`src/rtl/ram_port_arbiter.sv`:
```
// Arbitrates the single BRAM port A between the Z80 bus and the SPI loader.
// Each access takes two cycles (address, data); one SPI request is buffered.
module ram_port_arbiter #(
  parameter int unsigned ADDR_BITS = 16,
  parameter int unsigned DATA_BITS = 8,
  parameter logic [7:0]  SPI_SPACE = 8'h00,
  parameter int unsigned MAX_STALL = 4
) (
  input  logic                 clk,
  input  logic                 reset_n,
  input  logic                 cpu_req,
  input  logic                 cpu_we,
  input  logic [ADDR_BITS-1:0] cpu_addr,
  input  logic [DATA_BITS-1:0] cpu_din,
  output logic [DATA_BITS-1:0] cpu_dout,
  output logic                 cpu_wait_n,
  input  logic                 spi_hold,
  input  logic                 spi_wr,
  input  logic                 spi_rd,
  input  logic [31:0]          spi_addr,
  input  logic [DATA_BITS-1:0] spi_din,
  output logic [DATA_BITS-1:0] spi_dout,
  output logic                 spi_busy,
  output logic                 spi_ovf,
  output logic                 ram_we,
  output logic [ADDR_BITS-1:0] ram_addr,
  output logic [DATA_BITS-1:0] ram_din,
  input  logic [DATA_BITS-1:0] ram_dout
);

  localparam int unsigned CNT_BITS = 4;
  localparam logic [CNT_BITS-1:0] STALL_LIMIT = CNT_BITS'(MAX_STALL);

  typedef enum logic [2:0] {
    IDLE  = 3'd0,
    CPU_A = 3'd1,
    CPU_D = 3'd2,
    SPI_A = 3'd3,
    SPI_D = 3'd4
  } state_t;

  state_t state;
  state_t state_nxt;

  // Captured CPU request
  logic                 cpu_req_q;
  logic                 cpu_pend;
  logic                 cpu_we_q;
  logic [ADDR_BITS-1:0] cpu_addr_q;
  logic [DATA_BITS-1:0] cpu_din_q;

  // SPI holding register
  logic                 spi_pend;
  logic                 spi_we_q;
  logic [ADDR_BITS-1:0] spi_addr_q;
  logic [DATA_BITS-1:0] spi_din_q;

  logic [CNT_BITS-1:0]  stall_cnt;

  logic                 cpu_rise;
  logic                 spi_strobe;
  logic                 spi_full;
  logic                 spi_cap;
  logic                 spi_drop;
  logic                 cpu_avail;
  logic                 spi_avail;
  logic                 arb_point;
  logic                 grant_spi;
  logic                 grant_cpu;

  logic                 cpu_sel_we;
  logic [ADDR_BITS-1:0] cpu_sel_addr;
  logic [DATA_BITS-1:0] cpu_sel_din;
  logic                 spi_sel_we;
  logic [ADDR_BITS-1:0] spi_sel_addr;
  logic [DATA_BITS-1:0] spi_sel_din;

  if (ADDR_BITS < 24) begin : g_spi_addr_mid
    logic unused_spi_addr;
    assign unused_spi_addr = ^spi_addr[23:ADDR_BITS];
  end

  // Request detection; the holding register frees up at the end of SPI_D,
  // so a strobe arriving in that cycle is accepted rather than dropped.
  assign cpu_rise   = cpu_req && !cpu_req_q && !cpu_pend;
  assign spi_strobe = (spi_wr || spi_rd) && (spi_addr[31:24] == SPI_SPACE);
  assign spi_full   = spi_pend && (state != SPI_D);
  assign spi_cap    = spi_strobe && !spi_full;
  assign spi_drop   = spi_strobe && spi_full;

  // Requests visible to this cycle's arbitration, including same-cycle captures
  assign cpu_avail  = cpu_rise || (cpu_pend && (state != CPU_D));
  assign spi_avail  = spi_cap  || (spi_pend && (state != SPI_D));
  assign arb_point  = (state == IDLE) || (state == CPU_D) || (state == SPI_D);

  assign grant_spi  = arb_point && spi_avail &&
                      (!cpu_avail || spi_hold || (stall_cnt < STALL_LIMIT));
  assign grant_cpu  = arb_point && !grant_spi && cpu_avail && !spi_hold;

  assign cpu_sel_we   = cpu_rise ? cpu_we   : cpu_we_q;
  assign cpu_sel_addr = cpu_rise ? cpu_addr : cpu_addr_q;
  assign cpu_sel_din  = cpu_rise ? cpu_din  : cpu_din_q;
  assign spi_sel_we   = spi_cap  ? spi_wr                    : spi_we_q;
  assign spi_sel_addr = spi_cap  ? spi_addr[ADDR_BITS-1:0]   : spi_addr_q;
  assign spi_sel_din  = spi_cap  ? spi_din                   : spi_din_q;

  always_ff @(posedge clk or negedge reset_n) begin
    if (!reset_n) begin
      state <= IDLE;
    end else begin
      state <= state_nxt;
    end
  end

  always_comb begin
    state_nxt = state;
    case (state)
      IDLE, CPU_D, SPI_D: begin
        if (grant_spi) begin
          state_nxt = SPI_A;
        end else if (grant_cpu) begin
          state_nxt = CPU_A;
        end else begin
          state_nxt = IDLE;
        end
      end
      CPU_A:   state_nxt = CPU_D;
      SPI_A:   state_nxt = SPI_D;
      default: state_nxt = IDLE;
    endcase
  end

  always_ff @(posedge clk or negedge reset_n) begin
    if (!reset_n) begin
      cpu_req_q  <= 1'b0;
      cpu_pend   <= 1'b0;
      cpu_we_q   <= 1'b0;
      cpu_addr_q <= '0;
      cpu_din_q  <= '0;
    end else begin
      cpu_req_q <= cpu_req;
      if (cpu_rise) begin
        cpu_pend   <= 1'b1;
        cpu_we_q   <= cpu_we;
        cpu_addr_q <= cpu_addr;
        cpu_din_q  <= cpu_din;
      end else if (state == CPU_D) begin
        cpu_pend <= 1'b0;
      end
    end
  end

  // A simultaneous write+read strobe is taken as a write
  always_ff @(posedge clk or negedge reset_n) begin
    if (!reset_n) begin
      spi_pend   <= 1'b0;
      spi_we_q   <= 1'b0;
      spi_addr_q <= '0;
      spi_din_q  <= '0;
      spi_ovf    <= 1'b0;
    end else begin
      if (spi_cap) begin
        spi_pend   <= 1'b1;
        spi_we_q   <= spi_wr;
        spi_addr_q <= spi_addr[ADDR_BITS-1:0];
        spi_din_q  <= spi_din;
      end else if (state == SPI_D) begin
        spi_pend <= 1'b0;
      end
      if (spi_drop) begin
        spi_ovf <= 1'b1;
      end
    end
  end

  // Consecutive SPI grants while the CPU waits; forces a CPU slot at the limit
  always_ff @(posedge clk or negedge reset_n) begin
    if (!reset_n) begin
      stall_cnt <= '0;
    end else if (grant_cpu || !cpu_avail) begin
      stall_cnt <= '0;
    end else if (grant_spi && (stall_cnt < STALL_LIMIT)) begin
      stall_cnt <= stall_cnt + CNT_BITS'(1);
    end
  end

  always_ff @(posedge clk or negedge reset_n) begin
    if (!reset_n) begin
      ram_we   <= 1'b0;
      ram_addr <= '0;
      ram_din  <= '0;
    end else if (grant_spi) begin
      ram_we   <= spi_sel_we;
      ram_addr <= spi_sel_addr;
      ram_din  <= spi_sel_din;
    end else if (grant_cpu) begin
      ram_we   <= cpu_sel_we;
      ram_addr <= cpu_sel_addr;
      ram_din  <= cpu_sel_din;
    end else begin
      ram_we   <= 1'b0;
    end
  end

  always_ff @(posedge clk or negedge reset_n) begin
    if (!reset_n) begin
      cpu_dout   <= '0;
      cpu_wait_n <= 1'b1;
      spi_dout   <= '0;
      spi_busy   <= 1'b0;
    end else begin
      if (cpu_rise) begin
        cpu_wait_n <= 1'b0;
      end else if (state == CPU_D) begin
        cpu_wait_n <= 1'b1;
      end
      if ((state == CPU_D) && !cpu_we_q) begin
        cpu_dout <= ram_dout;
      end
      if ((state == SPI_D) && !spi_we_q) begin
        spi_dout <= ram_dout;
      end
      spi_busy <= spi_avail || (state_nxt == SPI_A) || (state_nxt == SPI_D);
    end
  end

endmodule

```
`config.mk`:
```
export PLATFORM = sky130hd
export DESIGN_NAME = ram_port_arbiter
export DESIGN_NICKNAME = d
export VERILOG_FILES = /design/src/rtl/ram_port_arbiter.sv
export SDC_FILE = /design/constraint.sdc
export NUM_CORES = 1
export LEC_CHECK = 0
export BUFFER_PORTS_ARGS = -buffer_cell sky130_fd_sc_hd__buf_2
export CAP_MARGIN = 20
export CORE_MARGIN = 2
export CORE_UTILIZATION = 40
export CTS_BUF_LIST = sky130_fd_sc_hd__clkbuf_8
export DETAILED_ROUTE_END_ITERATION = 6
export HOLD_SLACK_MARGIN = 0.05
export SYNTH_ARGS = -nofsm -noshare
export SYNTH_HDL_FRONTEND = slang
export SYNTH_SLANG_ARGS = --single-unit
```
`constraint.sdc`:
```
create_clock -name clk -period 5.2 [get_ports clk]
set_input_delay 0.52 -clock clk [delete_from_list [all_inputs] [get_ports clk]]
set_output_delay 0.52 -clock clk [all_outputs]
set_load 0.01 [all_outputs]
```
Yosys cells after proc, flatten, opt, wreduce, memory -nomap -nowiden
Cells that the tools add are included.
Operators by class
  add/sub/neg operators: 1
  magnitude comparators: 1
  equality and inequality tests: 8
  mux-type cells: 23
  reduce and logical (&&, ||, !) cells: 40
Operators by type and width (number)
  $mux W16: 4
  $mux W8: 4
  $logic_and A1 B1 Y1: 15
  $mux W1: 11
  $logic_or A1 B1 Y1: 10
  $eq A3 B2 Y1 const B: 3
  $pmux W3 S3: 1
  $logic_not A1 Y1: 8
  $logic_not A8 Y1: 1
  $mux W4: 2
  $reduce_bool A2 Y1: 4
  $eq A3 B3 Y1 const B: 2
  $add A4 B1 Y4 const B: 1
  $lt A4 B3 Y1 const B: 1
  $eq A3 B1 Y1 const B: 1
  $logic_not A3 Y1: 1
  $ne A3 B2 Y1 const B: 1
  $ne A3 B3 Y1 const B: 1
  $reduce_or A3 Y1: 1
  $mux W2: 1
Storage, ports and cells
  flip-flop bits (word level): 104
  bits of input ports: 79
  output and inout bits: 44
  word-level logic and storage cells: 92

Logic depth before layout (Yosys ltp)
Gate-level depths: netlist (run 1).
  word-level depth: 18
  depth in mapped cells: 8
  depth with buffers taken out: 5

Worst setup path after synthesis (run 1)
No wires, ideal clock.
  path type: input -> register
  start point: input spi_addr[26]
  end point: register ram_we
  setup time: 0.118 ns
  data arrival time: 1.934 ns
  data required time: 5.082 ns
  setup slack: 3.148 ns
  stages on the path: 7
  path buffers: 2
  path through: nor4_1 > and3_1 > buf_2 > and2_1 > buf_4 > mux2_2 > a21o_1
On the way
  elaborated cells on any way between the ends: 13
RTL lines
  start, declared: line 20  | input logic [31:0] spi_addr,
  $logic_not A8 Y1: line 86  | assign spi_strobe = (spi_wr || spi_rd) && (spi_addr[31:24] == SPI_SPACE);
  $logic_and A1 B1 Y1: line 86
  $logic_and A1 B1 Y1: line 88  | assign spi_cap = spi_strobe && !spi_full;
  $mux W1
  via spi_sel_we: line 74  | logic spi_sel_we;
  $mux W1: line 192  | end else if (grant_spi) begin
  end signal, assigned: line 193  | ram_we <= spi_sel_we;
  end signal, assigned: line 197  | ram_we <= cpu_sel_we;
  end, declared: line 25  | output logic ram_we,
The timed path passes the listed nets, and every way through them passes these cells.
A chain may end at the register's enable or synchronous reset.

Worst setup path in the final report (run 1)
  start point: register state[0]
  end point: register ram_addr[6]
On the way
  longest elaborated chain between the ends: 12
  elaborated cells on any way between the ends: 25
RTL lines
  start, declared: line 42  | state_t state;
  start signal, assigned: line 111  | state <= state_nxt;
  $ne A3 B3 Y1 / $ne A3 B2 Y1 (equally long branches): line 87, 93, 92
  $logic_and A1 B1 Y1 (on tied branches): line 87, 93, 92
  $logic_not A1 Y1 / $logic_or A1 B1 Y1 (equally long branches): line 88, 92
  $logic_and A1 B1 Y1 / $logic_not A1 Y1 (equally long branches): line 88, 97
  $logic_or A1 B1 Y1 (on tied branches): line 93, 97
  $logic_and A1 B1 Y1 / $logic_or A1 B1 Y1 (equally long branches): line 96, 97
  $logic_and A1 B1 Y1: line 96  | assign grant_spi = arb_point && spi_avail &&
  $logic_not A1 Y1: line 98  | assign grant_cpu = arb_point && !grant_spi && cpu_avail && !spi_hold;
  $logic_and A1 B1 Y1 (3 in series): line 98
  $reduce_bool A2 Y1 (no line)
  end signal, assigned: line 194  | ram_addr <= spi_sel_addr;
  end signal, assigned: line 198  | ram_addr <= cpu_sel_addr;
  end, declared: line 26  | output logic [ADDR_BITS-1:0] ram_addr,
Parallel ways exist; a longest one is shown, timed or not.

==> results of run 1 <==
==> state kept, by name, summed over array words and instances, names as in the netlist, 4 cells and up <==
signal and count:
spi_dout 8, spi_din_q 8, ram_addr 16, stall_cnt 4, cpu_dout 8, ram_din 8, cpu_addr_q 16, cpu_din_q 8
spi_addr_q 16
==> area by class of cell <==
cell class | count | area [um^2]
Inverter | 7 | 26.28
Clock inverter | 6 | 37.54
Fill cell | 989 | 5577
Timing Repair Buffer | 121 | 645.6
Multi-Input combinational cell | 229 | 1780
Clock buffer | 10 | 137.6
Sequential cell | 104 | 2604
Tap cell | 140 | 175.2
==> power by group <==
part           total (mW)  switching [mW]  internal (mW)
Combinational        1.01           0.520          0.486
Sequential           1.23           0.135           1.09
Clock               0.459           0.274          0.185
Total                2.69           0.930           1.76
==> kinds of logic after synthesis <==
logic type	synth area share, %
compound gates	15.94
fa+ha+maj	0.2742
buf+inv	4.032
mux	16.51
simple gates	6.171
flops	57.08
==> placed cells by master, fill, tap and decap left out, drive strengths merged, types with 2 or more instances in the layout <==
| master | netlist | final |
|---|---|---|
| a21o | 3 | 3 |
| a21oi | 27 | 27 |
| a2bb2oi | 25 | 25 |
| and2 | 3 | 3 |
| and3 | 3 | 3 |
| buf | 18 | 121 |
| clkbuf | 8 | 10 |
| clkinv | 0 | 3 |
| dfrtp | 103 | 103 |
| inv | 7 | 9 |
| mux2 | 66 | 66 |
| nand2 | 25 | 25 |
| nand2b | 4 | 4 |
| nor2 | 6 | 6 |
| nor4 | 2 | 2 |
| nor4b | 2 | 2 |
| o21ai | 24 | 24 |
| o22ai | 24 | 24 |
| or2 | 2 | 2 |
==> per-layer routing <==
metal	vias up	global-route usage [%]	share of wire, %
met5	-	0	0
met4	0	4.500	0.89
met3	9	4.811	5.0
met2	81	27.73	47
met1	1544	22.89	47
li1	1547	-	-
==> Yosys cell counts, drive strengths merged (3+ instances only) <==
cell,n
a21oi,27
and3,3
and2,3
mux2,66
a21o,3
nor2,6
o22ai,24
inv,7
buf,18
a2bb2oi,25
nand2b,4
dfrtp,103
nand2,25
clkbuf,8
o21ai,24
==> through the flow <==
stage	instance area, um^2	utilization [%]	cells
after floorplan	4562	-	366
after global placement	5204	47.38	600
after detailed placement	5231	47.63	601
after CTS	5406	49.23	617
after global routing	5406	49.23	617
final	5406	49.23	617
==> worst paths after layout <==
path | from | to | cells after the start
min in group clk | cpu_req | cpu_req_q | 1
worst min-delay path | reset_n | spi_dout[4] | 1
worst min register to register | spi_ovf | spi_ovf | 1
worst max-delay path | state[0] | ram_addr[6] | 5
worst max register to register | state[0] | ram_addr[6] | 5
max in group asynchronous | reset_n | spi_din_q[0] | 2
==> flow_metrics.py, run 1 <==
metrics = {
    "layout": {
        "drive_above_1_share_pct": 44.44,
        "final_nets": 552,
        "area_growth_pct": 18.51,
        "n_antenna_cell": 0,
    },
    "sta": {
        "max_freq_mhz": 324.9,
        "final-setup-viol-count": 0,
        "fin_crit_sh_pct": 59.19,
        "timing.hold.ws_ns": 0.1297,
        "fin_setup_tns_ns": 0,
        "maxSlewViolCount": 0,
        "fin_skew_ns": 0.01474,
        "max_slew_margin_pct": 26.88,
        "setup_ws_ns": 2.122,
        "worstMarginPinSlew_ns": 1.097,
        "hold_viol_final": 0,
        "rsz0062_at_grt": "no",
        "period_needed_ns": 3.078,
    },
    "floorplan": {
        "fp.dieH_um": 110.8,
        "initial_core_util_pct": 41.54,
        "fp-row-count": 38,
        "die-area_um2": 12270,
        "pin_count": 123,
        "die_w_um": 110.8,
        "core_um2": 10980,
    },
    "yosys": {
        "synth_nets": 446,
        "ys_seq_area_share_pct": 57.08,
        "syn_area_um2": 4562,
        "synthFlopType": "dfrtp_1",
        "synth_cell_type_count": 38,
        "synth_edf_count": 0,
        "synth_top_area_share_pct": 56.50,
        "yosysTopAreaCell": "dfrtp_1",
        "syn_inst": 366,
        "ys_async_sr_fraction_pct": 100.0,
        "syn_avg_cell_area_um2": 12.46,
        "yosys_warnings": 0,
        "ys_top_cells_by_area": "dfrtp_1 (57%), mux2_2 (16%), a2bb2oi_1 (4.8%)",
        "synth_seq_cells": 104,
    },
    "critical_path": {
        "cpMaxStageDelayCell": "or3b_1",
        "path_buf_inv": 1,
        "max_stage_delay_ns": 0.85,
        "cp_data_required_time_ns": 5.44,
        "arrival_ns": 3.32,
        "criticalPathCategory": "reg -> reg",
        "cpLargestDelayFamily": "simple AND/OR/NAND/NOR gates",
        "r2r_slack_ns": 2.12,
        "startpoint_type": "flip-flop",
        "critPathMaxFanout": 31,
        "end_kind": "flip-flop",
        "crit_chain": "or3b_1 > and2_4 > o31ai_4 > buf_4 > o21ai_0",
    },
    "route": {
        "drtIter0Drc": 126,
        "totalWireLength_um": 10180,
        "drtAntennaViolNets": 0,
        "first_pass_iters": 4,
        "wire_per_inst_um": 16.50,
        "vias_per_cell": 5.156,
        "post-route-drc-count": 0,
        "vias": 3181,
    },
    "clock_tree": {
        "cts_resized": 0,
        "clock_latency_ns": 0.37,
        "cts.path.max_buffers": 2,
        "cts_root_buffer": "clkbuf_8",
        "clk_pin_slew_worst_paths_ns": 0.10,
        "numClockSinks": 104,
        "cts_tree": "yes",
        "h-tree-depth": 3,
        "post_cts_buffers": 0,
        "holdBufCountCts": 0,
        "numCtsBuffers": 9,
    },
    "global_route": {
        "grt_max_degree": 59,
        "grt_pass1_vias": 3303,
        "grtUsageTotal_pct": 17.17,
        "grt_overflow_total": 0,
        "grt_antenna_before_repair": 0,
        "grt_pass1_wl_um": 16840,
    },
    "run_status": {
        "status": "finished, final reports clean",
    },
    "power_and_ir_drop": {
        "powerDensity_nw_per_um2": 498.1,
        "total_power_mw": 2.693,
        "leakagePower_nw": 2.662,
        "vdd_ir_drop_max_v": 0.0002206,
    },
    "place": {
        "place_congestion": 0.7456,
        "dpl.hpwl_um": 7035,
        "numPortBuffers": 114,
        "pre_cts_slack_ns": 2.084,
    },
    "flow_run": {
        "cap_viol_max_count": 0,
    },
    "hold_path": {
        "hold_class": "in -> async",
    },
}
Power figures use the tool's default switching activity.
==> run 2: changes to the inputs <==
- ABC_AREA: unset -> 1
- PLACE_DENSITY: unset -> 0.66
- clock period: 5.2 -> 2.8 ns (I/O delays scaled with it)
==> flow_metrics.py, run 2 <==
metrics = {
    "run_status": {
        "status": "finished, final reports clean",
    },
    "floorplan": {
        "pin_count": 123,
        "die-area_um2": 12440,
        "initial_core_util_pct": 40.68,
        "fp.dieH_um": 111.5,
        "fp-row-count": 39,
        "core_um2": 11370,
        "die_w_um": 111.5,
    },
    "sta": {
        "fin_skew_ns": 0.008431,
        "final-setup-viol-count": 0,
        "rsz0062_at_grt": "no",
        "fin_crit_sh_pct": 75.23,
        "worstMarginPinSlew_ns": 0.7693,
        "period_needed_ns": 2.106,
        "hold_viol_final": 0,
        "max_slew_margin_pct": 48.66,
        "fin_setup_tns_ns": 0,
        "maxSlewViolCount": 0,
        "max_freq_mhz": 474.8,
    },
    "layout": {
        "final_nets": 746,
        "largestRegisters": "cpu_addr_q (16), ram_addr (16), spi_addr_q (16)",
        "fillers": 1113,
        "n_antenna_cell": 0,
        "final_cell_mix": "nand2_1 (138), buf_2 (113), inv_1 (110)",
        "area_growth_pct": 19.83,
        "ff_latch_area_um2": 2604,
        "fin_util_pct": 48.75,
        "layout_commonest_cell": "nand2_1",
        "multi_input_area_um2": 1510,
        "drive_above_1_share_pct": 25.48,
    },
    "critical_path": {
        "end_kind": "flip-flop",
        "rr_worst_depth": 10,
        "criticalPathCategory": "in -> reg",
        "max_stage_delay_ns": 0.56,
        "critPathMaxFanout": 24,
        "path_buf_inv": 3,
        "cp_common_cell": "nand2_1",
        "cpMaxStageDelayCell": "inv_1",
        "cp_data_required_time_ns": 3.11,
        "worstReg2RegEnd": "ram_din[2]",
        "arrival_ns": 2.41,
        "startpoint_type": "primary input",
        "r2r_slack_ns": 0.78,
        "crit_chain": "dlygate4sd3_1 > buf_2 > nand2_1 > nor2_1 > inv_1 > o21ai_0 > o21ai_0 > nand2_1 > nand2_1",
        "cpLargestDelayFamily": "buffers and inverters",
        "r2r-start": "state[1]",
    },
    "global_route": {
        "grt_antenna_before_repair": 1,
        "grt_pass1_vias": 3688,
        "grt_overflow_total": 0,
        "grtUsageTotal_pct": 18.18,
        "grt_pass1_wl_um": 17970,
        "grt_max_degree": 58,
    },
    "clock_tree": {
        "clk_pin_slew_worst_paths_ns": 0.10,
        "h-tree-depth": 3,
        "cts_root_buffer": "clkbuf_8",
        "numCtsBuffers": 9,
        "cts.path.max_buffers": 2,
        "cts_tree": "yes",
        "clock_latency_ns": 0.37,
        "numClockSinks": 104,
    },
    "route": {
        "vias": 3867,
        "totalWireLength_um": 11040,
        "drtIter0Drc": 205,
        "first_pass_iters": 5,
        "wire_per_inst_um": 13.57,
        "post-route-drc-count": 0,
        "drtAntennaViolNets": 0,
        "vias_per_cell": 4.751,
    },
    "yosys": {
        "synth_edf_count": 0,
        "synth_seq_cells": 104,
        "ys_async_sr_fraction_pct": 100.0,
        "synthFlopType": "dfrtp_1",
        "synth_most_common_cell": "nand2_1",
        "synth_common_cells": "nand2_1 (138), inv_1 (109), dfrtp_1 (103)",
        "ys_top_cells_by_area": "dfrtp_1 (56%), nand2_1 (11%), inv_1 (8.8%)",
        "synth_nets": 634,
        "synth_cell_type_count": 25,
        "syn_avg_cell_area_um2": 8.350,
        "yosys_warnings": 0,
        "yosysTopAreaCell": "dfrtp_1",
        "ys_seq_area_share_pct": 56.29,
        "syn_area_um2": 4626,
        "syn_inst": 554,
        "synth_top_area_share_pct": 55.72,
    },
    "hold_path": {
        "hold_end": "spi_addr_q[4]",
        "whs_path_depth": 3,
        "min_from": "spi_addr[4]",
        "hold_class": "in -> reg",
    },
    "place": {
        "numPortBuffers": 114,
        "dpl.hpwl_um": 7615,
        "place_congestion": 0.8347,
    },
    "power_and_ir_drop": {
        "vdd_ir_drop_max_v": 0.0005071,
        "total_power_mw": 4.973,
        "powerDensity_nw_per_um2": 897.1,
        "leakagePower_nw": 2.985,
    },
    "flow_run": {
        "cap_viol_max_count": 0,
    },
}
-- run 2: cell type report --
| class | count | area share (%) |
|---|---|---|
| clock buffers | 10 | 2.483 |
| clock inverters | 6 | 0.6546 |
| inverters | 110 | 7.449 |
| multi-input cells | 319 | 27.25 |
| flip-flops and latches | 104 | 46.98 |
| well taps | 143 | 3.228 |
| repair buffers | 122 | 11.96 |
-- run 2: how the worst max path moves through the flow --
stage                       from           end  slack, ns  cells after the start
floorplan               state[1]   ram_addr[1]       1.28                      9
global placement    spi_addr[27]    ram_din[6]       0.77                     10
CTS                      cpu_req   ram_addr[1]       0.71                      9
detailed placement  spi_addr[29]  ram_addr[14]       0.73                     10
finish                   cpu_req   ram_addr[1]       0.69                      9
global route            state[1]    ram_din[5]       0.50                     10
-- run 2: logic make-up (layout without fill, tap and decap cells) --
kind of cell             after synthesis  count (layout)  share of synthesized area (%)
AND/OR/NAND/NOR                      241             241                          23.69
buffers and inverters                131             248                          11.06
adder cells (fa/ha/maj)                1               1                         0.2704
flip-flops                           104             104                          56.29
AO/OA/AOI/OAI                         77              77                          8.683
-- run 2: repair_timing --
item	4_1_cts	5_1_grt
resized for setup	0	0
hold buffers	2	0
buffers inserted	0	0
endpoints found under the hold margin	48	0
-- run 2: report_power, final --
| part | leakage (nW) | total [mW] | internal [mW] | switching [mW] |
|---|---|---|---|---|
| clock network | 0.0855 | 0.860 | 0.342 | 0.518 |
| registers | 1.15 | 2.24 | 2.02 | 0.219 |
| logic | 1.75 | 1.87 | 0.736 | 1.13 |
-- run 2: worst min-delay path, delay by kind of cell --
| kind | cells | cell delay [ns] |
|---|---|---|
| buffers and inverters | 2 | 0.14 |
| AOI/OAI and AO/OA | 1 | 0.08 |
-- run 2: routing by layer --
metal | wire, um | vias up | track usage (%)
met5 | 11 | - | 0
met4 | 248 | 2 | 6.831
met3 | 790 | 21 | 4.899
met2 | 5019 | 120 | 28.21
met1 | 4973 | 1809 | 24.64
li1 | - | 1915 | -
-- run 2: stage by stage --
stage | hold WS [ns] | instances | worst slack (ns) | instance area (um^2)
after floorplan | -0.01559 | 554 | 1.285 | 4626
after global placement | 0.3316 | 796 | 0.7705 | 5349
after detailed placement | 0.3399 | 796 | 0.7329 | 5349
after CTS | 0.1497 | 814 | 0.7121 | 5543
after global routing | 0.1727 | 814 | 0.5018 | 5543
final | 0.1646 | 814 | 0.6937 | 5543
==> run 3: changes to the inputs <==
- ABC_AREA: 1 -> 0
- PLACE_DENSITY: 0.66 -> unset
- clock period: 2.8 -> 2.1 ns (I/O delays scaled with it)
==> flow_metrics.py, run 3 (synthesis gave the netlist of run 1 again) <==
metrics = {
    "run_status": {
        "status": "finished, final reports clean",
    },
    "sta": {
        "period_needed_ns": 1.944,
        "timing.hold.ws_ns": 0.09504,
        "worstMarginPinSlew_ns": 0.4602,
        "hold_viol_final": 0,
        "fin_setup_tns_ns": 0,
        "fin_crit_sh_pct": 92.59,
        "maxSlewViolCount": 0,
        "fin_skew_ns": 0.01093,
        "rsz0062_at_grt": "no",
        "final-setup-viol-count": 0,
        "max_slew_margin_pct": 69.13,
        "max_freq_mhz": 514.3,
    },
    "clock_tree": {
        "clk_pin_slew_worst_paths_ns": 0.09,
        "cts_root_buffer": "clkbuf_8",
        "numCtsBuffers": 9,
        "clock_latency_ns": 0.36,
        "h-tree-depth": 3,
        "post_cts_buffers": 0,
        "cts.path.max_buffers": 2,
        "numClockSinks": 104,
        "cts_tree": "yes",
    },
    "critical_path": {
        "worstReg2RegEnd": "spi_addr_q[11]",
        "crit_chain": "or3b_1 > nand2_1 > and2_1 > buf_4 > mux2_2",
        "max_stage_delay_ns": 0.47,
        "rr_worst_depth": 5,
        "startpoint_type": "flip-flop",
        "arrival_ns": 2.19,
        "critPathMaxFanout": 10,
        "r2r_slack_ns": 0.16,
        "cp_data_required_time_ns": 2.35,
        "cpMaxStageDelayCell": "or3b_1",
        "criticalPathCategory": "reg -> reg",
        "r2r-start": "state[1]",
        "end_kind": "flip-flop",
    },
    "layout": {
        "n_antenna_cell": 0,
        "layout_commonest_cell": "buf_2",
        "drive_above_1_share_pct": 46.39,
        "final_nets": 573,
        "instances_no_fill": 638,
        "fin_util_pct": 51.47,
        "area_growth_pct": 23.92,
        "largestRegisters": "cpu_addr_q (16), ram_addr (16), spi_addr_q (16)",
        "final_cell_mix": "buf_2 (113), dfrtp_1 (103), mux2_2 (66)",
    },
    "place": {
        "dpl.hpwl_um": 7665,
        "place_congestion": 0.8376,
        "numPortBuffers": 114,
        "dp.cells": 620,
    },
    "route": {
        "wire_per_inst_um": 16.55,
        "drtIter0Drc": 122,
        "vias_per_cell": 5.207,
        "vias": 3322,
        "first_pass_iters": 4,
        "totalWireLength_um": 10560,
        "drtAntennaViolNets": 0,
        "post-route-drc-count": 0,
    },
    "power_and_ir_drop": {
        "seqPwrFrac_pct": 43.0,
        "p_switching_mw": 2.323,
        "powerDensity_nw_per_um2": 1238,
        "total_power_mw": 6.998,
        "combPwrFrac_pct": 39.2,
        "clockPowerShare_pct": 17.8,
        "vdd_ir_drop_max_v": 0.0005258,
        "p_sw_share_pct": 33.20,
        "intPower_mw": 4.675,
        "leakagePower_nw": 2.798,
    },
    "hold_path": {
        "hold_end": "cpu_dout[0]",
        "hold_class": "in -> reg",
        "whs_path_depth": 2,
        "min_from": "ram_dout[0]",
    },
    "global_route": {
        "grtUsageTotal_pct": 17.55,
        "grt_max_degree": 54,
        "grt_pass1_vias": 3447,
        "grt_pass1_wl_um": 17460,
        "grt_overflow_total": 0,
        "grt_antenna_before_repair": 0,
    },
    "floorplan": {
        "pin_count": 123,
        "die_w_um": 110.8,
        "fp.dieH_um": 110.8,
        "die-area_um2": 12270,
        "initial_core_util_pct": 41.54,
        "core_um2": 10980,
        "fp-row-count": 38,
    },
    "flow_run": {
        "cap_viol_max_count": 0,
    },
}
run 3: cell types whose count changed in the layout (fill, tap and decap cells not counted), sizes merged, moves of 12 or more:
cell / change
buf: +20
o22ai: +24
mux2: +66
or2: -23
nand3: -43
nand4: -12
nor2: -12
nand2: -116
a2bb2oi: +25
o21ai: -48
inv: -101
a21oi: +24
run 3: worst max-delay path by stage:
stage                  start        endpoint  depth (start not counted)
floorplan           state[0]          ram_we                          7
global placement    state[1]     spi_dout[7]                          4
detailed placement  state[1]     spi_dout[5]                          4
CTS                 state[1]     spi_dout[5]                          4
global route        state[1]      ram_din[4]                          7
finish              state[1]  spi_addr_q[11]                          5
run 3: worst max-delay path: cells and delay by family, from the launching register on:
family | cells | cell delay, ns
buffers and inverters | 1 | 0.23
AND/OR/NAND/NOR | 3 | 0.83
flip-flops | 1 | 0.42
multiplexers | 1 | 0.35
run 3: repair_timing:
item / CTS / global route
hold endpoints to repair: 32 / 0
resized for setup: 0 / 3
setup endpoints to repair: 0 / 22
hold buffers: 2 / 0
run 3: metrics by stage:
step,instance area (um^2),setup WS [ns]
6_report,5653,0.1557
4_1_cts,5637,0.04083
5_1_grt,5653,0.04401
2_1_floorplan,4562,0.1286
3_3_place_gp,5416,0.1016
3_5_place_dp,5416,0.06025
run 3: final cells by class:
cell class / count / area, um^2
multi-input cells: 229 / 1793
clock inverters: 5 / 48.80
flip-flops and latches: 104 / 2604
fillers: 984 / 5330
well taps: 140 / 175.2
repair buffers: 142 / 854.6
inverters: 7 / 26.28
clock buffers: 11 / 151.4
run 3: power groups by stage:
stage	logic, mW	clock network [mW]	registers [mW]
after floorplan	1.58	0	3.20
after global placement	2.70	0	3.02
after detailed placement	2.76	0	3.06
after CTS	2.76	1.29	3.02
after global routing	3.03	1.38	3.10
final	2.74	1.25	3.01
run 3: routing by layer:
layer	GRT usage, %	routed length, um
met3	3.499	492
met2	28.02	4930
met4	5.917	91
met5	0	0
met1	24.07	5042
